`src/rtl/seq_det_ctrl_pkg.sv`:
```
// Shared types and defaults for the serial sequence-detection run controller.
package seq_det_pkg;

    typedef enum logic [1:0] {
        IDLE = 2'd0,
        RUN  = 2'd1,
        DONE = 2'd2
    } state_t;

    localparam int DEF_DIV   = 4;
    localparam int DEF_PAT_W = 8;
    localparam int DEF_CNT_W = 16;

    // Bits needed to hold a pattern length in the range 0..pat_w.
    function automatic int len_w(input int pat_w);
        return $clog2(pat_w + 1);
    endfunction

endpackage

```
`src/rtl/seq_det_ctrl_if.sv`:
```
// Configuration handshake bundle: pattern, length, overlap mode and match limit.
interface seq_det_ctrl_if #(
    parameter int PAT_W = 8,
    parameter int CNT_W = 16,
    parameter int LEN_W = $clog2(PAT_W + 1)
);
    logic             cfg_valid;
    logic             cfg_ready;
    logic [PAT_W-1:0] cfg_pattern;
    logic [LEN_W-1:0] cfg_len;
    logic             cfg_overlap;
    logic [CNT_W-1:0] cfg_limit;
    logic             cfg_err;

    modport master (
        output cfg_valid, cfg_pattern, cfg_len, cfg_overlap, cfg_limit,
        input  cfg_ready, cfg_err
    );

    modport slave (
        input  cfg_valid, cfg_pattern, cfg_len, cfg_overlap, cfg_limit,
        output cfg_ready, cfg_err
    );
endinterface

```
`src/rtl/seq_det_ctrl_tick_gen.sv`:
```
// Sample-tick generator: one-cycle enable pulse every DIV clocks while enabled.
module tick_gen #(
    parameter int DIV = 4
) (
    input  logic clk,
    input  logic reset,
    input  logic en,
    output logic tick
);
    localparam int CW = $clog2(DIV);

    logic [CW-1:0] count;

    // Divider counter: wraps at DIV-1, held at zero whenever disabled.
    always_ff @(posedge clk) begin
        if (!reset || !en) begin
            count <= '0;
        end else if (count == CW'(DIV - 1)) begin
            count <= '0;
        end else begin
            count <= count + 1'b1;
        end
    end

    assign tick = en && (count == CW'(DIV - 1));

endmodule

```
`src/rtl/seq_det_ctrl.sv`:
```
// Run controller: config handshake, start/stop/limit sequencing, serial pattern
// detection on sample ticks and a saturating match counter.
module seq_det_ctrl
    import seq_det_pkg::*;
#(
    parameter int DIV   = DEF_DIV,
    parameter int PAT_W = DEF_PAT_W,
    parameter int CNT_W = DEF_CNT_W,
    parameter int LEN_W = len_w(PAT_W)
) (
    input  logic             clk,
    input  logic             reset,
    input  logic             w,
    seq_det_ctrl_if.slave    cfg,
    input  logic             start,
    input  logic             stop,
    output logic             sample_tick,
    output logic             busy,
    output logic             done,
    output logic             match,
    output logic [CNT_W-1:0] match_count
);

    state_t           state, state_nxt;
    logic             configured;
    logic [PAT_W-1:0] pattern;
    logic [LEN_W-1:0] len;
    logic             overlap;
    logic [CNT_W-1:0] limit;
    logic [PAT_W-1:0] history, hist_nxt;
    logic [LEN_W-1:0] fill, fill_nxt;
    logic [CNT_W-1:0] count_nxt;
    logic             pat_eq;
    logic             cfg_fire, cfg_legal, cfg_accept;
    logic             cfg_err_q;
    logic             tick_ok, run_entry, shift_en, hit;

    assign busy          = (state == RUN);
    assign done          = (state == DONE);
    assign cfg.cfg_ready = (state != RUN);
    assign cfg.cfg_err   = cfg_err_q;

    assign cfg_fire   = cfg.cfg_valid && (state != RUN);
    assign cfg_legal  = (cfg.cfg_len != '0) && (cfg.cfg_len <= LEN_W'(PAT_W));
    assign cfg_accept = cfg_fire && cfg_legal;

    // A stop in the same cycle as a tick discards that sample.
    assign tick_ok = busy && sample_tick && !stop;

    tick_gen #(.DIV(DIV)) u_tick_gen (
        .clk   (clk),
        .reset (reset),
        .en    (busy),
        .tick  (sample_tick)
    );

    // Candidate datapath values for a sample taken this cycle.
    always_comb begin
        hist_nxt  = {history[PAT_W-2:0], w};
        fill_nxt  = (fill == LEN_W'(PAT_W)) ? fill : fill + 1'b1;
        count_nxt = (match_count == '1) ? match_count : match_count + 1'b1;
        pat_eq    = 1'b1;
        for (int unsigned i = 0; i < PAT_W; i++) begin
            if (i < 32'(len) && hist_nxt[i] != pattern[i]) begin
                pat_eq = 1'b0;
            end
        end
    end

    // Next-state logic and per-cycle control strobes.
    always_comb begin
        state_nxt = state;
        run_entry = 1'b0;
        shift_en  = 1'b0;
        hit       = 1'b0;
        case (state)
            IDLE, DONE: begin
                if (start && configured && !stop) begin
                    state_nxt = RUN;
                    run_entry = 1'b1;
                end else if (cfg_accept) begin
                    state_nxt = IDLE;
                end
            end
            RUN: begin
                if (stop) begin
                    state_nxt = IDLE;
                end else if (tick_ok) begin
                    shift_en = 1'b1;
                    hit      = (fill_nxt >= len) && pat_eq;
                    if (hit && limit != '0 && count_nxt == limit) begin
                        state_nxt = DONE;
                    end
                end
            end
            default: state_nxt = IDLE;
        endcase
    end

    // FSM state register.
    always_ff @(posedge clk) begin
        if (!reset) begin
            state <= IDLE;
        end else begin
            state <= state_nxt;
        end
    end

    // Configuration registers and illegal-length error pulse.
    always_ff @(posedge clk) begin
        if (!reset) begin
            configured <= 1'b0;
            pattern    <= '0;
            len        <= '0;
            overlap    <= 1'b0;
            limit      <= '0;
            cfg_err_q  <= 1'b0;
        end else begin
            cfg_err_q <= cfg_fire && !cfg_legal;
            if (cfg_accept) begin
                configured <= 1'b1;
                pattern    <= cfg.cfg_pattern;
                len        <= cfg.cfg_len;
                overlap    <= cfg.cfg_overlap;
                limit      <= cfg.cfg_limit;
            end
        end
    end

    // Sample history, fill level, registered match pulse and match counter.
    always_ff @(posedge clk) begin
        if (!reset) begin
            history     <= '0;
            fill        <= '0;
            match       <= 1'b0;
            match_count <= '0;
        end else begin
            match <= hit;
            if (run_entry) begin
                history     <= '0;
                fill        <= '0;
                match_count <= '0;
            end else if (shift_en) begin
                history <= hist_nxt;
                fill    <= (hit && !overlap) ? '0 : fill_nxt;
                if (hit) begin
                    match_count <= count_nxt;
                end
            end
        end
    end

endmodule

```
`src/flat_wrapper.sv`:
```
// flat-port wrapper written by rule: the top's interface ports become plain ports
module seq_det_ctrl_flat import seq_det_pkg::*;
#(
    parameter int DIV   = DEF_DIV,
    parameter int PAT_W = DEF_PAT_W,
    parameter int CNT_W = DEF_CNT_W,
    parameter int LEN_W = len_w(PAT_W)
)
  (clk, reset, w, start, stop, sample_tick, busy, done, match, match_count, cfg_cfg_valid, cfg_cfg_pattern, cfg_cfg_len, cfg_cfg_overlap, cfg_cfg_limit, cfg_cfg_ready, cfg_cfg_err);
  seq_det_ctrl_if #(.PAT_W(PAT_W), .CNT_W(CNT_W), .LEN_W(LEN_W)) cfg_i ();
  input  logic clk;
  input  logic reset;
  input  logic w;
  input  logic start;
  input  logic stop;
  output logic sample_tick;
  output logic busy;
  output logic done;
  output logic match;
  output logic [CNT_W-1:0] match_count;
  input wire logic [$bits(cfg_i.cfg_valid)-1:0] cfg_cfg_valid;
  input wire logic [$bits(cfg_i.cfg_pattern)-1:0] cfg_cfg_pattern;
  input wire logic [$bits(cfg_i.cfg_len)-1:0] cfg_cfg_len;
  input wire logic [$bits(cfg_i.cfg_overlap)-1:0] cfg_cfg_overlap;
  input wire logic [$bits(cfg_i.cfg_limit)-1:0] cfg_cfg_limit;
  output wire logic [$bits(cfg_i.cfg_ready)-1:0] cfg_cfg_ready;
  output wire logic [$bits(cfg_i.cfg_err)-1:0] cfg_cfg_err;
  assign cfg_i.cfg_valid = cfg_cfg_valid;
  assign cfg_i.cfg_pattern = cfg_cfg_pattern;
  assign cfg_i.cfg_len = cfg_cfg_len;
  assign cfg_i.cfg_overlap = cfg_cfg_overlap;
  assign cfg_i.cfg_limit = cfg_cfg_limit;
  assign cfg_cfg_ready = cfg_i.cfg_ready;
  assign cfg_cfg_err = cfg_i.cfg_err;
  seq_det_ctrl #(.DIV(DIV), .PAT_W(PAT_W), .CNT_W(CNT_W), .LEN_W(LEN_W)) u_core (.clk(clk), .reset(reset), .w(w), .cfg(cfg_i), .start(start), .stop(stop), .sample_tick(sample_tick), .busy(busy), .done(done), .match(match), .match_count(match_count));
endmodule
```
`config.mk`:
```
export PLATFORM = sky130hd
export DESIGN_NAME = seq_det_ctrl_flat
export DESIGN_NICKNAME = d
export VERILOG_FILES = /design/src/rtl/seq_det_ctrl_pkg.sv /design/src/rtl/seq_det_ctrl_if.sv /design/src/rtl/seq_det_ctrl_tick_gen.sv /design/src/rtl/seq_det_ctrl.sv /design/src/flat_wrapper.sv
export SDC_FILE = /design/constraint.sdc
export NUM_CORES = 1
export LEC_CHECK = 0
export ABC_AREA = 0
export ABC_CLOCK_PERIOD_IN_PS = 5000
export CORE_MARGIN = 3
export CORE_UTILIZATION = 58
export DETAILED_ROUTE_END_ITERATION = 10
export PLACE_DENSITY = 0.85
export SLEW_MARGIN = 20
export SYNTH_ARGS = -nofsm -noshare
export SYNTH_HDL_FRONTEND = slang
export SYNTH_SLANG_ARGS = --single-unit
export TNS_END_PERCENT = 1
```
`constraint.sdc`:
```
create_clock -name clk -period 5 [get_ports clk]
set_input_delay 1.25 -clock clk [delete_from_list [all_inputs] [get_ports clk]]
set_output_delay 1.25 -clock clk [all_outputs]
set_load 0.02 [all_outputs]
```
# After elaboration in Yosys (flattened, before gate mapping)
# Cells that the tools add are included.
[classes]
muxes = 25
n_reduce_logical = 35
n_eq_ne = 18
n_lt_le_gt_ge = 10
addsub = 3
bitwise = 1
[ops]
columns = ["op", "count"]
rows = [
  ["logical AND 1 bit", 21],
  ["adder 16 x 1 -> 16 bit (second input constant)", 1],
  ["== test 16 bit", 1],
  ["== test 16 bit (second input constant)", 1],
  ["< comparator 3 x 4 -> 1 bit (first input constant)", 4],
  ["two-way mux 1 bit", 16],
  ["two-way mux 16 bit", 1],
  ["nonzero test 16 bit", 1],
  ["two-way mux 2 bit", 5],
  ["< comparator 1 x 4 -> 1 bit (first input constant)", 2],
  ["< comparator 2 x 4 -> 1 bit (first input constant)", 2],
  ["two-way mux 4 bit", 2],
  ["!= test 1 bit", 8],
  ["!= test 3 bit (second input constant)", 2],
  ["OR reduction 2 bit", 3],
  ["logical NOT 1 bit", 5],
  ["adder 4 x 1 -> 4 bit (second input constant)", 1],
  ["== test 2 bit (second input constant)", 2],
  ["== test 4 bit (second input constant)", 1],
  [">= comparator 4 bit", 1],
  ["<= comparator 4 bit (second input constant)", 1],
  ["case mux 2 bit (2 select lines)", 1],
  ["nonzero test 4 bit", 1],
  ["!= test 3 x 1 -> 1 bit (second input constant)", 1],
  ["other kinds (8)", 8],
]
[word_totals]
output_inout_bits = 22
wordCells = 104
register_bits = 63
input_bits = 35

# Longest topological paths before layout
# Gate-level depths: netlist of run 1.
[logic_depth]
ltp_word = 17
ltp_mapped = 14
depth_no_buf = 13

# Modules after synthesis
# From an unflattened synthesis of run 1, not the netlist that was laid out.
[unflattened]
cells_unflattened = 446
area_unflattened_um2 = 3583.4
[modules_own_cells]
columns = ["module", "cells_per_inst", "instances", "area_per_inst_um2", "seq_area_each_um2"]
rows = [
  ["seq_det_ctrl", 440, 1, 3499.6, 1221.2],
  ["tick_gen", 6, 1, 83.8, 40.0],
]

# Worst setup path after synthesis of run 1
# OpenSTA, ideal clock, no wires.
[synth_timing]
kind = "input port to flip-flop"
start = "in w"
end = "reg u_core.match_count[7]"
required_ns = 4.872
setup_time_ns = 0.128
cell_stages = 8
slack_ns = 2.046
path_buffers = 1
arrival_ns = 2.826
path_cell_list = "xor2_1 > a222oi_1 > nor4b_2 > nand4_1 > buf_2 > nor3_2 > xnor2_1 > nor2_1"
[synth_via]
elab_chain_cells = 15
[synth_rtl]
columns = ["element", "line", "source"]
rows = [
  ["from (decl)", "flat_wrapper.sv:13", "input logic w;"],
  ["!= test 1 bit", "seq_det_ctrl.sv:64", "if (i < 32'(len) && hist_nxt[i] != pattern[i]) begin"],
  ["logical AND 1 bit", "seq_det_ctrl.sv:64", ""],
  ["two-way mux 1 bit (8 in a row)", "seq_det_ctrl.sv:64", ""],
  ["logical AND 1 bit", "seq_det_ctrl.sv:90", "hit = (fill_nxt >= len) && pat_eq;"],
  ["two-way mux 1 bit", "seq_det_ctrl.sv:88", "end else if (tick_ok) begin"],
  ["two-way mux 1 bit", "seq_det_ctrl.sv:86", "if (stop) begin"],
  ["two-way mux 1 bit", "seq_det_ctrl.sv:76", "case (state)"],
  ["AND reduction 2 bit (no line)", "n/a", ""],
  ["to (signal assigned)", "seq_det_ctrl.sv:147", "match_count <= count_nxt;"],
  ["to (decl)", "seq_det_ctrl.sv:21", "output logic [CNT_W-1:0] match_count"],
]
# Every way passes these cells.
# A chain may end at the register's enable or synchronous reset.

# Worst setup path in the final report of run 1
[layout_timing]
start = "in cfg_cfg_len[0]"
end = "reg u_core.len[0]"
[layout_via]
elab_chain_cells = 3
word_cells_on_any_way = 4
classes_between = "order compare (1); reduce/logical (3)"
[layout_rtl]
columns = ["element", "line", "source"]
rows = [
  ["from (decl)", "flat_wrapper.sv:23", "input wire logic [$bits(cfg_i.cfg_len)-1:0] cfg_cfg_len;"],
  ["<= comparator 4 bit / nonzero test 4 bit (equally long branches)", "seq_det_ctrl.sv:44", "assign cfg_legal = (cfg.cfg_len != '0) && (cfg.cfg_len <= LEN_W'(PAT_W));"],
  ["logical AND 1 bit", "seq_det_ctrl.sv:44", ""],
  ["logical AND 1 bit", "seq_det_ctrl.sv:45", "assign cfg_accept = cfg_fire && cfg_legal;"],
  ["to (signal assigned)", "seq_det_ctrl.sv:123", "len <= cfg.cfg_len;"],
  ["to (decl)", "seq_det_ctrl.sv:27", "logic [LEN_W-1:0] len;"],
]
# Several ways; a longest one is shown, not always the timed one.

==> results by group, run 1 <==
Run status
  • Status: completed

Die
  • Chip height: 85.1 um
  • Die area: 7230 um^2
  • # IOs: 57
  • Rows: 28
  • Initial Utilization: 60.5%
  • Die Width: 85.1 um
  • Core ar.: between 5000 and 6000 um^2

Layout
  • Post-Route Utilization: about three quarters
  • Final Non-Filler Cells: approximately 580
  • Commonest non-fill, non-tap cell in the layout: nand2_1
  • Share of layout cells above drive strength 1: approximately 7.2%
  • Filler cells: 474
  • Most frequent cells in the layout: 90 x nand2_1, 63 x dfxtp_1, 56 x clkdlybuf4s50_1
  • P&R area growth vs syn: 21.1%
  • Final #Nets: 540
  • N_diodes: 0

Synthesis
  • Main combinational cell family by area after synthesis: simple AND/OR/NAND/NOR gates
  • Synth Cell Area: 3620 um^2
  • Flops & latches, synth: 63
  • Library cells used by synthesis: 62
  • Mean Syn Cell Area: approximately 8.0 um^2
  • Area leader, netlist: dfxtp_1
  • Top area cells in the synthesized netlist: dfxtp_1 35%, nand2_1 9.3%, a21oi_1 6.8%, xnor2_1 6.5%, xor2_1 3.4%
  • Mapped Cells: 454
  • Syn nets: around 500
  • Post-synth EDFFs: 0
  • Post-synth top flop: dfxtp_1
  • Async S/R FF share, synth: 0%
  • Compound-gate portion of the synthesized area: 15.1%
  • Post-synthesis simple-gate area fraction: about a third
  • Synthesis Warnings: 0
  • Adder-cell share of the synthesized area: between 2 and 3%
  • XOR/XNOR Fraction of Synth Area: 9.91%
  • Mux contribution to synthesized area: 0.863%
  • Post-synthesis sequential area ratio: 34.8%
  • Synth top area share: 34.8%

Timing
  • Final period util: 66.1%
  • # setup viols final: 0
  • Hold Vio Cnt, Final: 0
  • Highest Clock Rate: approximately 0.30 GHz
  • Setup ws final: between 1.5 and 2 ns
  • Setup_tns: 0 ns
  • Worst slew margin: 32.3%
  • Worst-Margin Slew: 1.02 ns
  • Final min period: 3.30 ns
  • Final slew viol count: 0
  • Worst hold-check slack: 0.440 ns
  • RSZ-0062 raised after global routing: false
  • Final Skew: 0.00705 ns

Clocking
  • Clk slew on worst S/H paths: approximately 0.070 ns
  • # Post-CTS Setup Buffers: 0
  • # H-tree levels: 3
  • Num CTS Buffers: 9
  • Worst-Skew Late Latency: 0.35 ns
  • CTS tree: yes
  • Cts hold-fix bufs: 0
  • Root Driver: clkbuf_8
  • Clock tree sinks: 63
  • # resized after CTS: 0
  • CTS max path bufs: 2

Global routing
  • Vias in the first global route: 3,259
  • Total gr overflow: 0
  • Initial antenna violation count: 0
  • First-pass GRT wire length: 15,500 um
  • GR Util All Layers: 26.7%
  • Pin count of the biggest net entering global routing: 36

Routing
  • Routed vias/inst: 6.12
  • Initial DRC Count: about 460
  • DR WL/cell: around 16 um
  • DR pass1 iterations: 6
  • DRT antenna net count: 0
  • Vias: 3,529
  • Routed wire length: 9500 um
  • Post-route DRC: 0

Power and ir drop
  • Max IR drop VDD: ~0.00023 V
  • Pwr Density: ~270 nW/um^2
  • Pleak: 1.63 nW

Setup path
  • Crit Path Category: in -> reg
  • Crit Path Max Fanout: 30
  • Req. time, crit path: approximately 5.2 ns
  • WP data arrival: between 3 and 4 ns
  • CP Launch Type: input port
  • CP endpoint kind: flop

Place
  • PortBufs: 56
  • Placed cells: about 560
  • Routability cong.: roughly 0.95
  • Post-DP HPWL: 6800 um
  • Dpl ws: about 1.4 ns

Run
  • Maxcap violations: 0

Hold path
  • Worst Hold Class: reg -> reg
==> report_power, final <==
| part | switching, W | internal [W] |
|---|---|---|
| clock | 0.000209 | 0.000333 |
| combinational | 0.0000543 | 0.0000557 |
| sequential | 0.0000167 | 0.000516 |
| total | 0.000280 | 0.000904 |
==> synthesized netlist by cell type, types with 6 or more instances <==
library cell and n:
nor3_1 11, nand2_1 90, nor2_1 30, ha_1 8, nand4_1 6, a21oi_1 49
o21ai_0 15, buf_2 8, dfxtp_1 63, nand3_1 13, xnor2_1 27, nor4_1 10
clkbuf_1 10, xor2_1 14, inv_1 11
==> through the flow <==
| stage | area (um^2) | power (W) |
|---|---|---|
| 3_3_place_gp | 4150 | 0.000647 |
| 5_1_grt | 4390 | 0.00122 |
| 4_1_cts | 4390 | 0.00119 |
| 6_report | 4390 | 0.00118 |
| 2_1_floorplan | 3620 | 0.000603 |
| 3_5_place_dp | 4150 | 0.000651 |
==> kinds of logic after synthesis <==
group,after synthesis
AOI/OAI and AO/OA,91
adders and majority gates,8
buffers and inverters,37
and+or+nand+nor,211
DFF,63
xor gates and xnor gates,41
muxes,3
==> critical path, cell delays in order <==
cell             delay (ns)
clkdlybuf4s50_1        0.43
nor3_1                 0.32
xnor2_1                0.25
and3_1                 0.89
nand2_1                0.20
a21oi_1                0.21
==> worst paths after layout <==
path                                    from                    endpoint  slack, ns  cells past startpoint
hold reg to reg   u_core.u_tick_gen.count[0]  u_core.u_tick_gen.count[0]       0.44                      1
hold / removal    u_core.u_tick_gen.count[0]  u_core.u_tick_gen.count[0]       0.44                      1
setup / recovery              cfg_cfg_len[0]               u_core.len[0]       1.70                      6
setup reg to reg       u_core.match_count[1]             u_core.state[0]       1.88                      8
==> layer usage <==
layer / GRT usage, % / up-vias / part of all wire, %
li1: - / 1688 / -
met5: 0 / - / 0
met4: 10.8 / 0 / 2.3
met2: 40.7 / 176 / 46
met1: 37.1 / 1631 / 44
met3: 4.95 / 34 / 8.3
==> registers in the layout (all words and copies together) (netlist names) <==
register	count
u_core.match_count	16
u_core.cfg.cfg_err	1
u_core.state	2
u_core.u_tick_gen.count	2
u_core.history	7
u_core.limit	16
u_core.fill	4
u_core.configured	1
u_core.match	1
u_core.pattern	8
u_core.overlap	1
u_core.len	4
==> cell type report <==
class | count | area [um^2] | area share [%]
flip-flops and latches | 63 | 1260 | 28.7
clock buffers | 9 | 124 | 2.82
multi-input cells | 354 | 2180 | 49.6
inverters | 12 | 45.0 | 1.03
clock inverters | 7 | 120 | 2.74
repair buffers | 57 | 568 | 12.9
well taps | 75 | 93.8 | 2.14
Note: power is estimated with default switching activity, not from simulation.
==> run 2, diff against run 1 <==
Settings changed: ABC_CLOCK_PERIOD_IN_PS 5000 to 2800, CORE_UTILIZATION 58 to 49, PLACE_DENSITY 0.85 to 0.77.
Clock period 5 ns to 2.8 ns, I/O delays scaled along.
==> run 2 against run 1 <==
Compared with the run above:
- cell area up 10%
- flip-flop and latch count stayed put
- wire length increased by 7.1%
- sequential power up 78%
- clock power grew 62%
- die area is 17% higher
- combinational power grew 100%
- global-route usage is 3.8 points lower
- critical path depth increased by 3
- worst hold slack got worse by 0.00071 ns
==> results by group, run 2 (synthesis results as in run 1) <==
Run status
  • Status: completed

Hold path
  • Worst Hold Depth: 1 (unchanged)
  • Min-Delay Endpoint: u_core.u_tick_gen.count[0]
  • Hold_sp: u_core.u_tick_gen.count[0]
  • Worst Hold Class: reg -> reg

Layout
  • Filler cells: 574 (+21%)
  • Most frequent cells in the layout: 89 x nand2_1, 62 x dfxtp_1, 56 x clkdlybuf4s50_1
  • Commonest non-fill, non-tap cell in the layout: nand2_1
  • Share of layout cells above drive strength 1: 17.3% (+10 points)
  • N_diodes: 0 (unchanged)
  • Post-Route Utilization: 69.4% (-3.8 points)
  • Final #Nets: 577 (+6.9%)
  • P&R area growth vs syn: 33.7%
  • Regs by FF count: u_core.limit (16), u_core.match_count (16), u_core.pattern (8)

Routing
  • Post-route DRC: 0 (unchanged)
  • Routed vias/inst: 5.77 (-5.7%)
  • DRT antenna net count: 0 (unchanged)
  • DR pass1 iterations: 5 (-1)
  • DR WL/cell: 16.0 um (-2.7%)
  • Vias: 3,664 (+3.8%)
  • Routed wire length: 10,200 um (+7.1%)
  • Initial DRC Count: 389 (-15%)

Run
  • Maxcap violations: 0 (unchanged)

Clocking
  • Worst-Skew Late Latency: 0.34 ns (about the same)
  • # H-tree levels: 3 (unchanged)
  • Clk slew on worst S/H paths: 0.08 ns (about the same)
  • CTS tree: yes
  • Root Driver: clkbuf_8
  • Clock tree sinks: 63 (unchanged)
  • Cts hold-fix bufs: 0 (unchanged)
  • Num CTS Buffers: 9 (unchanged)
  • CTS max path bufs: 2 (unchanged)

Setup path
  • Crit Path Category: in -> reg
  • CP endpoint kind: flop
  • Critical R2R Launch: u_core.fill[1]
  • Crit Path Max Fanout: 4 (-87%)
  • CP Launch Type: input port
  • Crit-path max cell delay: 0.46 ns (-0.43 ns)
  • Slowest CP cell: clkdlybuf4s50_1
  • WP data arrival: 3.02 ns (-0.53 ns)
  • R2r setup slk: 0.07 ns (-1.81 ns)
  • Worst Reg-to-Reg Cells: 16 (+8)
  • Worst-path cell chain: clkdlybuf4s50_1, xor2_1, a222oi_1, nor4b_4, nand4_1, buf_6, clkbuf_16, or3_1, a21oi_2
  • Req. time, crit path: 3.08 ns (-2.16 ns)
  • R2r endpoint: u_core.match_count[13]

Die
  • Die Width: 92.0 um (+8.2%)
  • Core ar.: 6980 um^2 (+17%)
  • Die area: 8470 um^2 (+17%)
  • Initial Utilization: 51.9% (-8.6 points)
  • # IOs: 57 (unchanged)
  • Chip height: 92.0 um (+8.2%)
  • Rows: 30 (+7.1%)

Power and ir drop
  • Max IR drop VDD: 0.000308 V (+31%)
  • Clock share of power: 42.8% (-2.9 points)
  • Seq pwr share: 46.4% (+1.4 points)
  • Combinational group share of total power: 10.8% (+1.5 points)
  • Pwr Density: 422 nW/um^2 (+56%)
  • Switching part of the total: 24.7% (+1.0 points)
  • P_sw: 0.000504 W (+80%)
  • Pint: 0.00154 W (+70%)
  • Pleak: 1.87 nW (+15%)

Global routing
  • Vias in the first global route: 3,310 (+1.6%)
  • First-pass GRT wire length: 15,700 um (+0.93%)
  • Initial antenna violation count: 0 (unchanged)
  • Total gr overflow: 0 (unchanged)
  • Pin count of the biggest net entering global routing: 24 (-33%)
  • GR Util All Layers: 22.8% (-3.8 points)

Timing
  • Highest Clock Rate: ~0.37 GHz
  • Setup_tns: 0 ns (unchanged)
  • Final Skew: 0.00638 ns (-0.000673 ns)
  • Worst slew margin: 51.7% (+19 points)
  • Worst-Margin Slew: 0.717 ns (-0.298 ns)
  • Final period util: 97.7%
  • Hold Vio Cnt, Final: 0 (unchanged)
  • Setup ws final: 0.0635 ns (-1.63 ns)
  • Final slew viol count: 0 (unchanged)
  • Final min period: ~2.7 ns
  • # setup viols final: 0 (unchanged)

Place
  • Dpl ws: -0.249 ns (-1.66 ns)
  • Routability cong.: 0.898 (-5.3%)
  • PortBufs: 56 (unchanged)
  • Post-DP HPWL: 7330 um (+7.8%)
run 2: changes by cell type in the layout (fill, tap and decap cells not counted), sizes merged:
cell and delta:
inv -1, clkbuf +2, bufinv -1, clkinvlp +1
clkinv +1, buf +35
run 2: repair_timing:
action / CTS / global route
endpoints found under the setup margin: 13 / 21
pin swaps: 1 / 10
setup buffers: 0 / 4
cloned: 0 / 2
gates resized for setup: 4 / 23
run 2: worst max path at each step:
stage	start	endpoint	slack [ns]	cells past startpoint
after floorplan	u_core.fill[0]	u_core.match_count[6]	0.15	14
after global placement	w	u_core.state[1]	-0.11	9
after detailed placement	w	u_core.match_count[1]	-0.25	10
after CTS	u_core.fill[0]	u_core.match_count[1]	0.03	16
after global routing	u_core.fill[1]	u_core.match_count[13]	-0.07	16
final	w	u_core.match_count[9]	0.06	9
run 2: power by group through the flow:
stage	clock network, W	registers, W	logic, W
floorplan	0	0.000961	0.000117
global placement	0	0.000968	0.000204
detailed placement	0	0.000969	0.000210
CTS	0.000884	0.000948	0.000212
global route	0.000925	0.000953	0.000243
finish	0.000876	0.000949	0.000220
run 2: layer usage:
metal / up-vias / wire length, um / track usage, %
li1: 1757 / - / -
met1: 1693 / 4470 / 32.1
met2: 176 / 4610 / 34.7
met3: 38 / 779 / 3.77
met4: 0 / 303 / 9.53
met5: - / 0 / 0
run 2: critical path, delay by kind of cell:
family | cells | cell delay, ns
compound gates | 2 | 0.53
buf+inv | 3 | 0.78
simple gates | 3 | 0.79
xor+xnor | 1 | 0.22
run 2: cell type report:
cell class / instances / area [um^2] / share of cell area [%]
inverter: 12 / 45.0 / 0.929
timing repair buffer: 94 / 901 / 18.6
clock inverter: 7 / 97.6 / 2.01
tap: 96 / 120 / 2.48
clock buffer: 9 / 124 / 2.56
multi-input combinational: 354 / 2300 / 47.4
sequential: 63 / 1260 / 26.0
run 2: through the flow:
| step | hold slack (ns) | std cells | total power (W) | area, um^2 |
|---|---|---|---|---|
| after floorplan | 0.407 | 454 | 0.00108 | 3620 |
| after global placement | 0.414 | 613 | 0.00117 | 4420 |
| after detailed placement | 0.431 | 613 | 0.00118 | 4420 |
| after CTS | 0.443 | 629 | 0.00204 | 4650 |
| after global routing | 0.453 | 635 | 0.00212 | 4850 |
| final | 0.440 | 635 | 0.00205 | 4850 |
==> run 3, diff against run 2 <==
Settings changed: CTS_BUF_LIST set to sky130_fd_sc_hd__clkbuf_16, CTS_CLUSTER_SIZE set to 25.
==> run 3 against run 2 <==
Compared with the run above:
- total power rose by 15%
- flip-flop and latch count did not move
- cell area rose by 0.54%
- sequential power barely moved
- largest cell class unchanged
- largest power group is now clock
- setup slack got worse by 0.037 ns
- final cell count fell by 0.31%
- highest routed layer unchanged
- combinational power barely moved
- clock power rose by 36%
==> results by group, run 3 (synthesis results as in run 1) <==
Routing
  • Initial DRC Count: 359 (-7.7%)
  • DR pass1 iterations: 6 (+1)
  • Vias: 3,611 (-1.4%)
  • Post-route DRC: 0 (unchanged)
  • DR WL/cell: 16.2 um (+0.89%)
  • Routed wire length: 10,200 um (+0.57%)
  • Routed vias/inst: 5.70 (-1.1%)
  • DRT antenna net count: 0 (unchanged)

Place
  • DP Area: 4420 um^2 (unchanged)
  • Post-DP HPWL: 7330 um (unchanged)
  • Routability cong.: 0.898 (unchanged)
  • Placed cells: 613 (unchanged)
  • PortBufs: 56 (unchanged)

Layout
  • Final Non-Filler Cells: 633 (-0.31%)
  • Filler cells: 563 (-1.9%)
  • Design Area, Final: 4870 um^2 (+0.54%)
  • Share of layout cells above drive strength 1: 15.8% (-1.4 points)
  • Commonest non-fill, non-tap cell in the layout: nand2_1
  • N_diodes: 0 (unchanged)
  • Post-Route Utilization: 69.8% (+0.38 points)
  • Regs by FF count: u_core.limit (16), u_core.match_count (16), u_core.pattern (8)
  • Most frequent cells in the layout: 90 x nand2_1, 62 x dfxtp_1, 56 x clkdlybuf4s50_1
  • Final #Nets: 575 (-0.35%)
  • P&R area growth vs syn: 34.4%

Power and ir drop
  • Total power: 0.00236 W (+15%)
  • Pwr Density: 484 nW/um^2 (+15%)
  • Pleak: 1.88 nW (+0.72%)
  • Max IR drop VDD: 0.000353 V (+14%)

Setup path
  • Crit Path Category: reg -> reg
  • Crit Path Max Fanout: 9 (+5)
  • CP Launch Type: flop
  • Worst Reg-to-Reg Cells: 16 (unchanged)
  • CP endpoint kind: flop
  • WP data arrival: 3.00 ns (-0.02 ns)
  • Req. time, crit path: 3.03 ns (-0.05 ns)

Hold path
  • Worst Hold Depth: 1 (unchanged)
  • Worst Hold Class: reg -> reg

Die
  • Die area: 8470 um^2 (unchanged)
  • Die Width: 92.0 um (unchanged)
  • # IOs: 57 (unchanged)
  • Core ar.: 6980 um^2 (unchanged)
  • Rows: 30 (unchanged)
  • Chip height: 92.0 um (unchanged)
  • Initial Utilization: 51.9% (unchanged)

Global routing
  • GR Util All Layers: 22.9% (+0.086 points)
  • First-pass GRT wire length: 15,800 um (+0.44%)
  • Vias in the first global route: 3,347 (+1.1%)
  • Pin count of the biggest net entering global routing: 24 (unchanged)
  • Total gr overflow: 0 (unchanged)
  • Initial antenna violation count: 0 (unchanged)

Timing
  • Worst-Margin Slew: 0.714 ns (-0.00282 ns)
  • Final slew viol count: 0 (unchanged)
  • Hold Vio Cnt, Final: 0 (unchanged)
  • RSZ-0062 raised after global routing: true
  • Final min period: 2.77 ns (+0.0374 ns)
  • Final Skew: 0.00695 ns (+0.000576 ns)
  • Worst slew margin: 51.9% (+0.19 points)
  • Highest Clock Rate: 0.360 GHz (-1.3%)
  • Setup_tns: 0 ns (unchanged)
  • # setup viols final: 0 (unchanged)
  • Final period util: 99.1% (+1.3 points)

Clocking
  • Clk slew on worst S/H paths: 0.06 ns (-0.02 ns)
  • Worst-Skew Late Latency: 0.33 ns (about the same)
  • Num CTS Buffers: 9 (unchanged)
  • Root Driver: clkbuf_16
  • CTS tree: yes
  • Cts hold-fix bufs: 0 (unchanged)
  • CTS max path bufs: 2 (unchanged)
  • # H-tree levels: 3 (unchanged)
  • Clock tree sinks: 63 (unchanged)

Run
  • Maxcap violations: 0 (unchanged)

Run status
  • Status: completed
[run 3: per-layer routing]
metal | part of all wire (%) | wire length, um | vias up | track usage, %
met4 | 2.8 | 286 | 0 | 8.29
li1 | - | - | 1752 | -
met1 | 44 | 4480 | 1676 | 31.3
met2 | 46 | 4690 | 147 | 35.7
met5 | 0 | 0 | - | 0
met3 | 7.6 | 774 | 36 | 4.84
[run 3: final timing paths]
check | from | end | slack [ns]
setup / recovery | u_core.fill[0] | u_core.match_count[12] | 0.03
hold / removal | u_core.u_tick_gen.count[0] | u_core.u_tick_gen.count[0] | 0.44
setup reg to reg | u_core.fill[0] | u_core.match_count[12] | 0.03
hold reg to reg | u_core.u_tick_gen.count[0] | u_core.u_tick_gen.count[0] | 0.44
[run 3: worst max-delay path, cell delays in order, from the launching register on]
cell and delay, ns:
dfxtp_2 0.32, inv_1 0.09, ha_1 0.16, nand2_1 0.07, nor2_2 0.16, xnor2_1 0.14
ha_1 0.25, nand2b_4 0.15, a2111oi_4 0.30, buf_4 0.18, nor4b_4 0.04, nand4_1 0.08
buf_4 0.15, buf_12 0.13, inv_1 0.08, and4_1 0.18, nor3_1 0.19
[run 3: area by class of cell]
| class | count | area, um^2 | share of cell area [%] |
|---|---|---|---|
| tap | 96 | 120 | 2.46 |
| inverter | 12 | 45.0 | 0.924 |
| timing repair buffer | 92 | 865 | 17.7 |
| sequential | 63 | 1260 | 25.9 |
| clock buffer | 9 | 225 | 4.62 |
| multi-input combinational | 354 | 2260 | 46.3 |
| clock inverter | 7 | 97.6 | 2.00 |
[run 3: what timing repair did]
| action | 4_1_cts | 5_1_grt |
|---|---|---|
| pin swaps | 1 | 5 |
| endpoints found under the setup margin | 14 | 21 |
| gates resized for setup | 4 | 14 |
| setup buffers | 0 | 3 |
| cloned | 0 | 1 |
[run 3: power breakdown]
part | leakage, nW | internal (W) | switching (W) | total, W
clock | 0.152 | 0.000779 | 0.000409 | 0.00119
sequential | 0.512 | 0.000922 | 0.0000286 | 0.000951
combinational | 1.22 | 0.000119 | 0.000102 | 0.000221
total | 1.88 | 0.00182 | 0.000540 | 0.00236
[run 3: stage by stage]
stage / hold WS, ns / worst slack, ns
6_report: 0.438 / 0.0260
5_1_grt: 0.449 / -0.0966
4_1_cts: 0.440 / 0.0358
3_5_place_dp: 0.431 / -0.249
3_3_place_gp: 0.414 / -0.111
2_1_floorplan: 0.407 / 0.150
